<file path="src/rtl/if_stage_pkg.sv">
// Shared types and helpers for the instruction-fetch stage: PC width,
// default reset PC / NOP word, and the IF/ID side-band (pc, pc+4, valid).
package if_stage_pkg;

  localparam int PC_W = 32;

  typedef logic [PC_W-1:0] pc_t;

  localparam pc_t         RESET_PC_DEF  = 32'h0000_0000;
  localparam logic [31:0] NOP_INSTR_DEF = 32'h0000_0000;

  // Everything in IF/ID except the instruction word itself.
  typedef struct packed {
    pc_t  pc;
    pc_t  pc_plus4;
    logic valid;
  } ifid_meta_t;

  localparam int META_W = $bits(ifid_meta_t);

  function automatic ifid_meta_t make_meta(input pc_t pc, input logic valid);
    ifid_meta_t m;
    m.pc       = pc;
    m.pc_plus4 = pc + pc_t'(4);
    m.valid    = valid;
    return m;
  endfunction

  // A bubble still records the PC it replaced, so downstream debug sees where it came from.
  function automatic ifid_meta_t bubble_meta(input pc_t pc);
    return make_meta(pc, 1'b0);
  endfunction

  function automatic pc_t align_pc(input pc_t addr);
    return {addr[PC_W-1:2], 2'b00};
  endfunction

endpackage

</file>
<file path="src/rtl/if_stage_pipe_reg.sv">
// Generic pipeline register: synchronous active-low reset to a constant,
// clear-to-value (beats hold), and hold enable.
module pipe_reg #(
  parameter int                WIDTH   = 32,
  parameter logic [WIDTH-1:0]  RST_VAL = '0
) (
  input  logic             clk,
  input  logic             reset,
  input  logic             hold,
  input  logic             clear,
  input  logic [WIDTH-1:0] clear_val,
  input  logic [WIDTH-1:0] d,
  output logic [WIDTH-1:0] q
);

  // NOTE: sequential state uses non-blocking assignments so every register
  // samples its inputs from before the edge, regardless of process order.
  always_ff @(posedge clk) begin
    if (!reset) begin
      q <= RST_VAL;
    end else if (clear) begin
      q <= clear_val;
    end else if (!hold) begin
      q <= d;
    end
  end

endmodule

</file>
<file path="src/rtl/if_stage.sv">
// Instruction-fetch stage: owns the PC, addresses the asynchronous rom and
// loads the IF/ID register, honouring redirect > stall > normal fetch.
module if_stage
  import if_stage_pkg::*;
#(
  parameter int                BWIDTH    = 32,
  parameter int                AD_LINES  = 6,
  parameter pc_t               RESET_PC  = RESET_PC_DEF,
  parameter logic [BWIDTH-1:0] NOP_INSTR = BWIDTH'(NOP_INSTR_DEF)
) (
  input  logic                clk,
  input  logic                reset,
  input  logic                stall,
  input  logic                redirect,
  input  logic [PC_W-1:0]     redirect_pc,
  output logic [AD_LINES-1:0] rom_addr,
  input  logic [BWIDTH-1:0]   rom_data,
  output logic [BWIDTH-1:0]   ifid_instr,
  output logic [PC_W-1:0]     ifid_pc,
  output logic [PC_W-1:0]     ifid_pc_plus4,
  output logic                ifid_valid,
  output logic                misalign_err,
  output logic                oob_err,
  output logic [31:0]         fetch_count
);

  localparam int  IFID_W     = BWIDTH + META_W;
  localparam pc_t RESET_PC_A = {RESET_PC[PC_W-1:2], 2'b00};
  localparam logic [IFID_W-1:0] IFID_RST = {NOP_INSTR, pc_t'(0), pc_t'(4), 1'b0};

  pc_t               pc;
  pc_t               pc_d;
  pc_t               pc_clear_val;
  logic              pc_hold;
  logic              in_range;
  logic              fetch;
  logic              oob_fetch;
  logic              ifid_clear;
  logic [IFID_W-1:0] ifid_d;
  logic [IFID_W-1:0] ifid_clear_val;
  logic [IFID_W-1:0] ifid_q;
  ifid_meta_t        ifid_meta;

  // NOTE: every signal driven here is assigned on every pass through the
  // block, so no latch can be inferred.
  always_comb begin
    in_range       = (pc >> (AD_LINES + 2)) == '0;
    fetch          = !redirect && !stall && in_range;
    oob_fetch      = !redirect && !stall && !in_range;

    // An out-of-range PC parks until a redirect brings it back.
    pc_hold        = stall || !in_range;
    pc_d           = pc + pc_t'(4);
    pc_clear_val   = align_pc(redirect_pc);

    ifid_clear     = redirect || oob_fetch;
    ifid_clear_val = {NOP_INSTR, bubble_meta(pc)};
    ifid_d         = {rom_data, make_meta(pc, 1'b1)};
  end

  pipe_reg #(
    .WIDTH   (PC_W),
    .RST_VAL (RESET_PC_A)
  ) u_pc_reg (
    .clk       (clk),
    .reset     (reset),
    .hold      (pc_hold),
    .clear     (redirect),
    .clear_val (pc_clear_val),
    .d         (pc_d),
    .q         (pc)
  );

  pipe_reg #(
    .WIDTH   (IFID_W),
    .RST_VAL (IFID_RST)
  ) u_ifid_reg (
    .clk       (clk),
    .reset     (reset),
    .hold      (stall),
    .clear     (ifid_clear),
    .clear_val (ifid_clear_val),
    .d         (ifid_d),
    .q         (ifid_q)
  );

  assign rom_addr      = pc[AD_LINES+1:2];
  assign ifid_instr    = ifid_q[IFID_W-1 -: BWIDTH];
  assign ifid_meta     = ifid_meta_t'(ifid_q[META_W-1:0]);
  assign ifid_pc       = ifid_meta.pc;
  assign ifid_pc_plus4 = ifid_meta.pc_plus4;
  assign ifid_valid    = ifid_meta.valid;

  // Sticky error flags and the fetch counter; only reset clears them.
  always_ff @(posedge clk) begin
    if (!reset) begin
      misalign_err <= 1'b0;
      oob_err      <= 1'b0;
      fetch_count  <= '0;
    end else begin
      if (redirect && (redirect_pc[1:0] != 2'b00)) begin
        misalign_err <= 1'b1;
      end
      if (oob_fetch) begin
        oob_err <= 1'b1;
      end
      if (fetch) begin
        fetch_count <= fetch_count + 32'd1;
      end
    end
  end

endmodule
</file>
<file path="config.mk">
export PLATFORM = sky130hd
export DESIGN_NAME = if_stage
export DESIGN_NICKNAME = d
export VERILOG_FILES = /design/src/rtl/if_stage_pkg.sv /design/src/rtl/if_stage_pipe_reg.sv /design/src/rtl/if_stage.sv
export SDC_FILE = /design/constraint.sdc
export NUM_CORES = 1
export LEC_CHECK = 0
export BUFFER_PORTS_ARGS = -buffer_cell sky130_fd_sc_hd__clkbuf_2
export CAP_MARGIN = 20
export CORE_MARGIN = 4
export CORE_UTILIZATION = 54
export CTS_CLUSTER_DIAMETER = 120
export CTS_CLUSTER_SIZE = 40
export DETAILED_ROUTE_END_ITERATION = 6
export PLACE_DENSITY = 0.8
export SYNTH_ARGS = -nofsm -noshare
export SYNTH_HDL_FRONTEND = slang
export SYNTH_HIERARCHICAL = 1
export SYNTH_SLANG_ARGS = --single-unit
</file>
<file path="constraint.sdc">
create_clock -name clk -period 3.6 [get_ports clk]
set_clock_uncertainty 0.1 [all_clocks]
set_input_delay 0.72 -clock clk [delete_from_list [all_inputs] [get_ports clk]]
set_output_delay 0.72 -clock clk [all_outputs]
set_load 0.005 [all_outputs]
</file>
==> reports/metrics.yaml, run 1 <==
use_met1_pct: 31.3
synth_top_area_share_pct: 38.4
crit_path_max_fanout: 26
ff2ff_setup_slack_ps: 550
grt_util_met3_pct: 4.76
worst_slew_pin_slew_ps: 937
synthTopCellsByArea: "dfxtp_1 38%, mux2i_1 12%, a211oi_1 8.4%"
worstPathArrival_ps: 3270
layout_min_cycle_time_ps: 3050
hold_path.class: "reg -> reg"
h-tree-depth: 4
dpl.cell_count: 1257
min_period_over_period_pct: 84.8
slowest_stage: "or3_2"
drtIter0Drc: 330
slew-limit-headroom_pct: 37.4
num_io_pins: 205
grt-busiest-layer: "met2"
ant_nets: 0
critPathKind: "reg -> reg"
powerDensity_mw_per_mm2: 429
place_area_mm2: 0.00966
area_growth_pct: 20.5
ys_seq_elements: 163
vdd_drop_max_uv: 345
routed_wl_um: 21600
cap_violations: 0
grt_pass1_vias: 6880
vias: 7123
clk_pin_slew_ps: 60
syn_avg_cell_area_um2: 9.94
grt_max_degree: 55
critPathCapture: "u_pc_reg/q[0]$_SDFFE_PN0P_"
hold_buffers: 0
synth_ff_type: "dfxtp_1"
final_common_cell: "clkbuf_2"
post_cts_buffers: 0
finalInstanceArea_mm2: 0.0102
startpoint_type: "flop"
clockBufferDepth: 2
drtPass1Iterations: 5
wl_per_cell_um: 16.7
num_rows: 45
async_reset_ff_share_pct: 0
hold_viol_final: 0
setup_violations: 0
cpPeakStageDelay_ps: 600
drive_above_1_share_pct: 27.2
globalplace.congestion: 0.854
reg2reg_depth: 6
netlist_area_mm2: 0.00851
num-nets-final: 1135
antenna_found_initial: 0
cts_resized: 0
grt_usage_pct: 23.8
r2r_end: "u_pc_reg/q[0]$_SDFFE_PN0P_"
cts_inserted_buffers: 17
vias_per_cell: 5.53
outcome: "finished, final reports clean"
grt_use_met2_pct: 39.2
max_freq_ghz: 0.328
synth_edf_count: 0
p_leak_uw: 0.00475
postSynthCellCount: 856
portBuffers: 204
cp_cell_sequence: "or4_4 -> or2_2 -> or3_2 -> buf_4 -> mux2_4 -> o211a_1"
die_w_um: 134
initial_core_util_pct: 55.5
tns_ps: 0
route.detailed.drc: 0
dpl.hpwl_um: 14600
rsz0062_at_grt: "no"
synth_top_cell_by_area: "dfxtp_1"
ys_seq_area_share_pct: 38.4
diodes: 0
overflow: 0
grt_pass1_wl_um: 34700
slew_violations: 0
cp.depth: 6
core_mm2: 0.0153
cp-startpoint: "u_pc_reg/q[24]$_SDFFE_PN0P_"
path_buf_inv: 1
die_y_um: 134
cp_top_family: "simple AND/OR/NAND/NOR gates"
cp-end-kind: "flop"
r2r_start: "u_pc_reg/q[24]$_SDFFE_PN0P_"
ys_types: 53
critPathRequiredTime_ps: 3810
instances_no_fill: 1288
final_cell_mix: "203 x clkbuf_2, 163 x dfxtp_1, 99 x mux2i_1"
root_buffer: "clkbuf_16"
cts_tree: "built"
clkSinkCount: 163
clk_latency_ps: 430
ys.warnings.count: 6
die-area_mm2: 0.0178
[how the worst min path moves through the flow]
stage,startpoint,end,depth (start not counted)
after floorplan,misalign_err$_SDFFE_PN0P_,misalign_err$_SDFFE_PN0P_,2
after CTS,misalign_err$_SDFFE_PN0P_,misalign_err$_SDFFE_PN0P_,2
final,misalign_err$_SDFFE_PN0P_,misalign_err$_SDFFE_PN0P_,2
after global placement,misalign_err$_SDFFE_PN0P_,misalign_err$_SDFFE_PN0P_,2
after detailed placement,misalign_err$_SDFFE_PN0P_,misalign_err$_SDFFE_PN0P_,2
after global routing,misalign_err$_SDFFE_PN0P_,misalign_err$_SDFFE_PN0P_,2
[worst reg2reg max path, cell delays in order, from the launching register on]
cell	delay, ps
dfxtp_1	370
or4_4	590
or2_2	330
or3_2	600
buf_4	350
mux2_4	380
o211a_1	220
[flip-flops by register name (all words and copies together) (netlist names)]
register	flops
u_ifid_reg/q	97
fetch_count	32
u_pc_reg/q	32
misalign_err	1
oob_err	1
[routing by layer]
| metal | share of wire [%] | vias up | wire length, um |
|---|---|---|---|
| li1 | - | 3501 | - |
| met1 | 45 | 3359 | 9750 |
| met2 | 48 | 225 | 10300 |
| met3 | 5.3 | 38 | 1150 |
| met4 | 1.7 | 0 | 374 |
| met5 | 0 | - | 0 |
[cells in the mapped netlist (all sizes together), types with 2 or more instances]
cell    number
a31o         3
nor2        26
nand3       18
xor2        13
or2          2
and3         8
buf         25
or2b        21
nand2       23
conb         2
nor4        10
clkbuf      36
xnor2       31
nor3        13
nand4       21
and2         2
nor2b       96
a21oi       14
dfxtp      163
nand4b       4
o21ai       11
inv         12
ha           2
nand2b      14
mux2        32
or3          7
and4         6
or4          4
mux2i       99
o211a       32
a211oi      96
[area by class of cell]
cell class	count	area, um2
clock buffers	23	488
repair buffers	217	1120
well taps	211	264
fillers	1251	5070
multi-input cells	653	4960
inverters	13	50.0
flip-flops and latches	163	3260
clock inverters	8	100
[through the flow]
stage                     hold slack [ps]  utilization (%)  setup slack (ps)  total power (uW)
after floorplan                       342                -               872              2400
after detailed placement              342             63.1               587              2610
after global routing                  376             66.9               452              4580
after global placement                335             63.1               635              2600
final                                 346             66.9               548              4400
after CTS                             354             66.9               570              4430
[kinds of logic after synthesis]
| group | synth area share (%) |
|---|---|
| AND/OR/NAND/NOR | 20.1 |
| AO/OA/AOI/OAI | 14.4 |
| flip-flops | 38.4 |
| adder cells (fa/ha/maj) | 0.294 |
| XOR/XNOR | 4.53 |
| multiplexers | 17.2 |
| other | 0.0883 |
| buffers and inverters | 5.02 |
[where the power goes]
part	switching [uW]	internal [uW]	leakage [uW]
logic	288	288	0.00312
clock network	729	1090	0.000289
registers	93.8	1910	0.00134
Note: power is estimated with default switching activity, not from simulation.
==> run 2, diff against run 1 <==
- clock period: 3.6 -> 3 ns (I/O delays scaled with it)
==> run 2 against run 1 <==
Die area stayed put. Non-clock buffer count increased by 13. Critical path depth is the same. Sequential share of layout area decreased by 0.51 points. First-iteration DRC count up 9.1%. Core utilization rose by 1.1 points. Worst setup slack worse by 310 ps. Total power rose by 19%. Clock power grew 16%. Sequential cell count stayed put. Critical path type unchanged.
==> reports/metrics.yaml, run 2 (synthesis gave the netlist of run 1 again) <==
outcome: "finished, final reports clean"
drtPass1Iterations: 5
drtIter0Drc: 360
num-nets-final: 1148
root_buffer: "clkbuf_16"
min_period_over_period_pct: 92.0
startpoint_type: "flop"
cts_tree: "built"
hold_buffers: 0
critPathKind: "reg -> reg"
clk_latency_ps: 420
reg2reg_depth: 6
critPathRequiredTime_ps: 3210
clockBufferDepth: 2
antenna_found_initial: 1
num_rows: 45
hold_viol_final: 0
critPathCapture: "u_pc_reg/q[0]$_SDFFE_PN0P_"
place_area_mm2: 0.00983
power.share.sequential_pct: 45.8
place_ws_ps: 41.1
dpl.cell_count: 1270
finalInstanceArea_mm2: 0.0104
worst_slew_pin_slew_ps: 781
overflow: 0
largest_reg_flops: 97
clk_pin_slew_ps: 60
wl_met1_um: 9970
final_common_cell: "clkbuf_2"
grt_max_degree: 51
route.detailed.drc: 0
rsz0062_at_grt: "no"
final_cell_mix: "203 x clkbuf_2, 163 x dfxtp_1, 99 x mux2i_1"
initial_core_util_pct: 55.5
ant_nets: 0
die-area_mm2: 0.0178
slew_violations: 0
clkSinkCount: 163
grt_pass1_vias: 6852
num_io_pins: 205
r2r_end: "u_pc_reg/q[0]$_SDFFE_PN0P_"
pwr-share-comb_pct: 13.8
powerDensity_mw_per_mm2: 503
highest_layer: "met5"
dpl.hpwl_um: 15000
die_w_um: 134
netSwitchingPower_uw: 1330
vdd_drop_max_uv: 414
cts_resized: 0
internal_power_uw: 3910
wl_per_cell_um: 16.6
r2r_start: "u_pc_reg/q[19]$_SDFFE_PN0P_"
cp-end-kind: "flop"
wl_met2_um: 10000
diodes: 0
instances_no_fill: 1302
layout_min_cycle_time_ps: 2760
ff2ff_setup_slack_ps: 240
drive_above_1_share_pct: 28.2
wl_met3_um: 1170
portBuffers: 204
p_sw_share_pct: 25.4
die_y_um: 134
reg.largest.list: "u_ifid_reg/q (97), fetch_count (32), u_pc_reg/q (32)"
cp-startpoint: "u_pc_reg/q[19]$_SDFFE_PN0P_"
cap_violations: 0
core_mm2: 0.0153
slew-limit-headroom_pct: 47.9
min_from: "misalign_err$_SDFFE_PN0P_"
cts_inserted_buffers: 17
p_leak_uw: 0.00484
largest-register: "u_ifid_reg/q"
pwr-share-clk_pct: 40.4
finalWorstSetupSlack_ps: 239
max_freq_ghz: 0.362
worstPathArrival_ps: 2970
routed_wl_um: 21600
post_cts_buffers: 0
vias: 7158
vias_per_cell: 5.50
h-tree-depth: 4
crit_path_max_fanout: 32
area_growth_pct: 22.4
setup_violations: 0
hold_path.class: "reg -> reg"
globalplace.congestion: 0.836
grt_usage_pct: 23.9
tns_ps: 0
grt_pass1_wl_um: 34900
run 2: cell types whose count changed in the layout (fill, tap and decap cells not counted), sizes merged:
cell / change
clkbuf: +1
clkinv: -1
inv: +1
clkinvlp: +1
buf: +13
bufinv: -1
run 2: metrics by stage:
step | hold slack [ps] | power [uW] | utilization, %
floorplan | 342 | 2890 | -
CTS | 357 | 5270 | 67.9
global route | 383 | 5450 | 68.0
detailed placement | 346 | 3160 | 64.2
finish | 361 | 5240 | 68.0
global placement | 332 | 3140 | 64.2
run 2: power by group through the flow:
stage,Sequential (uW),Combinational (uW),Clock (uW)
after floorplan,2440,449,0
after global placement,2440,704,0
after detailed placement,2440,719,0
after CTS,2400,724,2150
after global routing,2420,794,2240
final,2400,721,2120
run 2: per-layer routing:
layer | track usage [%] | up-vias
li1 | - | 3509
met1 | 31.7 | 3392
met2 | 38.7 | 220
met3 | 4.83 | 35
met4 | 8.80 | 2
met5 | 0 | -
run 2: worst min path at each step:
| stage | slack, ps | cells past startpoint | to |
|---|---|---|---|
| 6_report | 360 | 2 | misalign_err$_SDFFE_PN0P_ |
| 5_1_grt | 380 | 3 | u_pc_reg/q[19]$_SDFFE_PN0P_ |
| 4_1_cts | 360 | 2 | misalign_err$_SDFFE_PN0P_ |
| 3_5_place_dp | 350 | 2 | misalign_err$_SDFFE_PN0P_ |
| 3_3_place_gp | 330 | 2 | misalign_err$_SDFFE_PN0P_ |
| 2_1_floorplan | 340 | 2 | misalign_err$_SDFFE_PN0P_ |
run 2: layout make-up:
type	instances	area, um2
clock buffer	24	502
clock inverter	8	73.8
fill	1232	4900
inverter	13	51.3
multi-input combinational	653	4960
sequential	163	3260
tap	211	264
timing repair buffer	230	1300
run 2: worst max-delay path, cell delays in order (launching register included):
cell     delay [ps]
dfxtp_1         380
or4_4           580
or2_2           340
or3_2           490
buf_12          220
mux2_4          320
o211a_1         210
==> run 3, diff against run 2 <==
- CTS_BUF_LIST: not set -> sky130_fd_sc_hd__clkbuf_16
- SETUP_SLACK_MARGIN: not set -> 0.3
==> run 3 against run 2 <==
Wire length up 3.3%. Sequential cell count did not move. First-iteration DRC count is 28% higher. Non-clock buffer count increased by 5. Clock power down 7%. Maximum frequency rose by 4.7%. Worst setup slack better by 120 ps. Global-route usage rose by 0.32 points.
==> reports/metrics.yaml, run 3 (synthesis gave the netlist of run 1 again) <==
outcome: "finished, final reports clean"
place_ws_ps: 41.1
overflow: 0
worst_slew_pin_slew_ps: 784
instances_no_fill: 1308
die-area_mm2: 0.0178
cts_inserted_buffers: 17
vias: 7272
die_w_um: 134
tns_ps: 0
core_mm2: 0.0153
final_common_cell: "clkbuf_2"
cp-end-kind: "flop"
r2r_end: "u_pc_reg/q[28]$_SDFFE_PN0P_"
layout_min_cycle_time_ps: 2640
die_y_um: 134
whs_ps: 360
r2r_start: "u_pc_reg/q[19]$_SDFFE_PN0P_"
n_fill_cell: 1216
grt_pass1_wl_um: 35300
route.detailed.drc: 0
h-tree-depth: 4
cp_top_family: "simple AND/OR/NAND/NOR gates"
rsz0062_at_grt: "yes"
startpoint_type: "flop"
pwr-share-comb_pct: 14.3
slowest_stage: "or4_4"
largest_reg_flops: 97
hold_viol_final: 0
wl_per_cell_um: 17.1
ff2ff_setup_slack_ps: 360
dpl.hpwl_um: 15000
p_leak_uw: 0.00488
internal_power_uw: 3780
min_path_cells: 2
root_buffer: "clkbuf_16"
drive_above_1_share_pct: 29.5
portBuffers: 204
area_growth_pct: 23.5
clkSinkCount: 163
num_rows: 45
largest-register: "u_ifid_reg/q"
clk_pin_slew_ps: 60
num-nets-final: 1154
cts_tree: "built"
cp_cell_sequence: "or4_4 -> or2_4 -> or3_4 -> bufbuf_16 -> mux2_4 -> o211a_1"
reg.largest.list: "u_ifid_reg/q (97), fetch_count (32), u_pc_reg/q (32)"
drtPass1Iterations: 5
clockBufferDepth: 2
p_sw_share_pct: 26.1
final_cell_mix: "203 x clkbuf_2, 157 x dfxtp_1, 99 x mux2i_1"
finalWorstSetupSlack_ps: 363
reg2reg_depth: 6
cp-startpoint: "u_pc_reg/q[19]$_SDFFE_PN0P_"
power.share.sequential_pct: 47.0
max_freq_ghz: 0.379
globalplace.congestion: 0.836
dpl.cell_count: 1270
grt_max_degree: 51
critPathRequiredTime_ps: 3210
netSwitchingPower_uw: 1330
hold_path.class: "reg -> reg"
setup_violations: 0
pwr-share-clk_pct: 38.7
routed_wl_um: 22400
hold_buffers: 0
clk_latency_ps: 420
vias_per_cell: 5.56
path_buf_inv: 1
num_io_pins: 205
crit_path_max_fanout: 16
critPathKind: "reg -> reg"
slew-limit-headroom_pct: 47.8
cap_violations: 0
grt_pass1_vias: 6911
slew_violations: 0
p_total_uw: 5110
worstPathArrival_ps: 2850
diodes: 0
vdd_drop_max_uv: 431
grt_usage_pct: 24.2
initial_core_util_pct: 55.5
whs_endpoint: "misalign_err$_SDFFE_PN0P_"
drtIter0Drc: 460
cpPeakStageDelay_ps: 560
min_period_over_period_pct: 87.9
ant_nets: 0
min_from: "misalign_err$_SDFFE_PN0P_"
cp.depth: 6
antenna_found_initial: 1
powerDensity_mw_per_mm2: 487
[run 3: cell types whose count changed in the layout (fill, tap and decap cells not counted), sizes merged]
cell,before,now
clkbuf,227,220
clkinv,4,10
buf,27,31
bufbuf,0,1
inv,14,15
o21bai,1,2
[run 3: worst max-delay path by stage]
| stage | end |
|---|---|
| final | u_pc_reg/q[28]$_SDFFE_PN0P_ |
| after global routing | u_ifid_reg/q[58]$_SDFFE_PN0P_ |
| after CTS | u_pc_reg/q[28]$_SDFFE_PN0P_ |
| after detailed placement | u_ifid_reg/q[88]$_SDFFE_PN0P_ |
| after global placement | u_ifid_reg/q[79]$_SDFFE_PN0P_ |
| after floorplan | fetch_count[22]$_SDFFE_PN0P_ |
[run 3: through the flow]
stage | instance area [um2] | util [%]
after global placement | 9830 | 64.2
final | 10500 | 68.6
after CTS | 10400 | 68.0
after floorplan | 8630 | -
after detailed placement | 9830 | 64.2
after global routing | 10500 | 68.6
[run 3: metal layers]
layer	share of wire (%)	global-route usage [%]	up-vias
met5	0.031	0	-
met3	5.7	4.87	39
met2	47	39.6	240
met1	45	31.8	3457
met4	2.2	9.09	2
li1	-	-	3534
[run 3: tightest hold or removal path: stages (launching register included)]
cell and delay (ps):
dfxtp_1 320, inv_1 50, a21oi_1 50
[run 3: final cells by class]
class                           instances  area (um2)  area share (%)
Sequential cell                       163        3270            31.1
Timing Repair Buffer                  235        1360            13.0
Clock inverter                         15         100           0.953
Tap cell                              211         264            2.51
Multi-Input combinational cell        654        5020            47.8
Clock buffer                           17         425            4.05
Inverter                               13        53.8           0.512
[run 3: what timing repair did]
item,CTS,global route
buffers inserted,1,3
endpoints found under the setup margin,100,119
gates cloned,1,1
gates resized for setup,5,15
pin swaps,1,5
[run 3: power groups by stage]
stage	Sequential (uW)	Clock (uW)	Combinational, uW
6_report	2400	1980	732
5_1_grt	2420	2090	804
4_1_cts	2400	2010	729
3_5_place_dp	2440	0	719
3_3_place_gp	2440	0	704
2_1_floorplan	2440	0	449
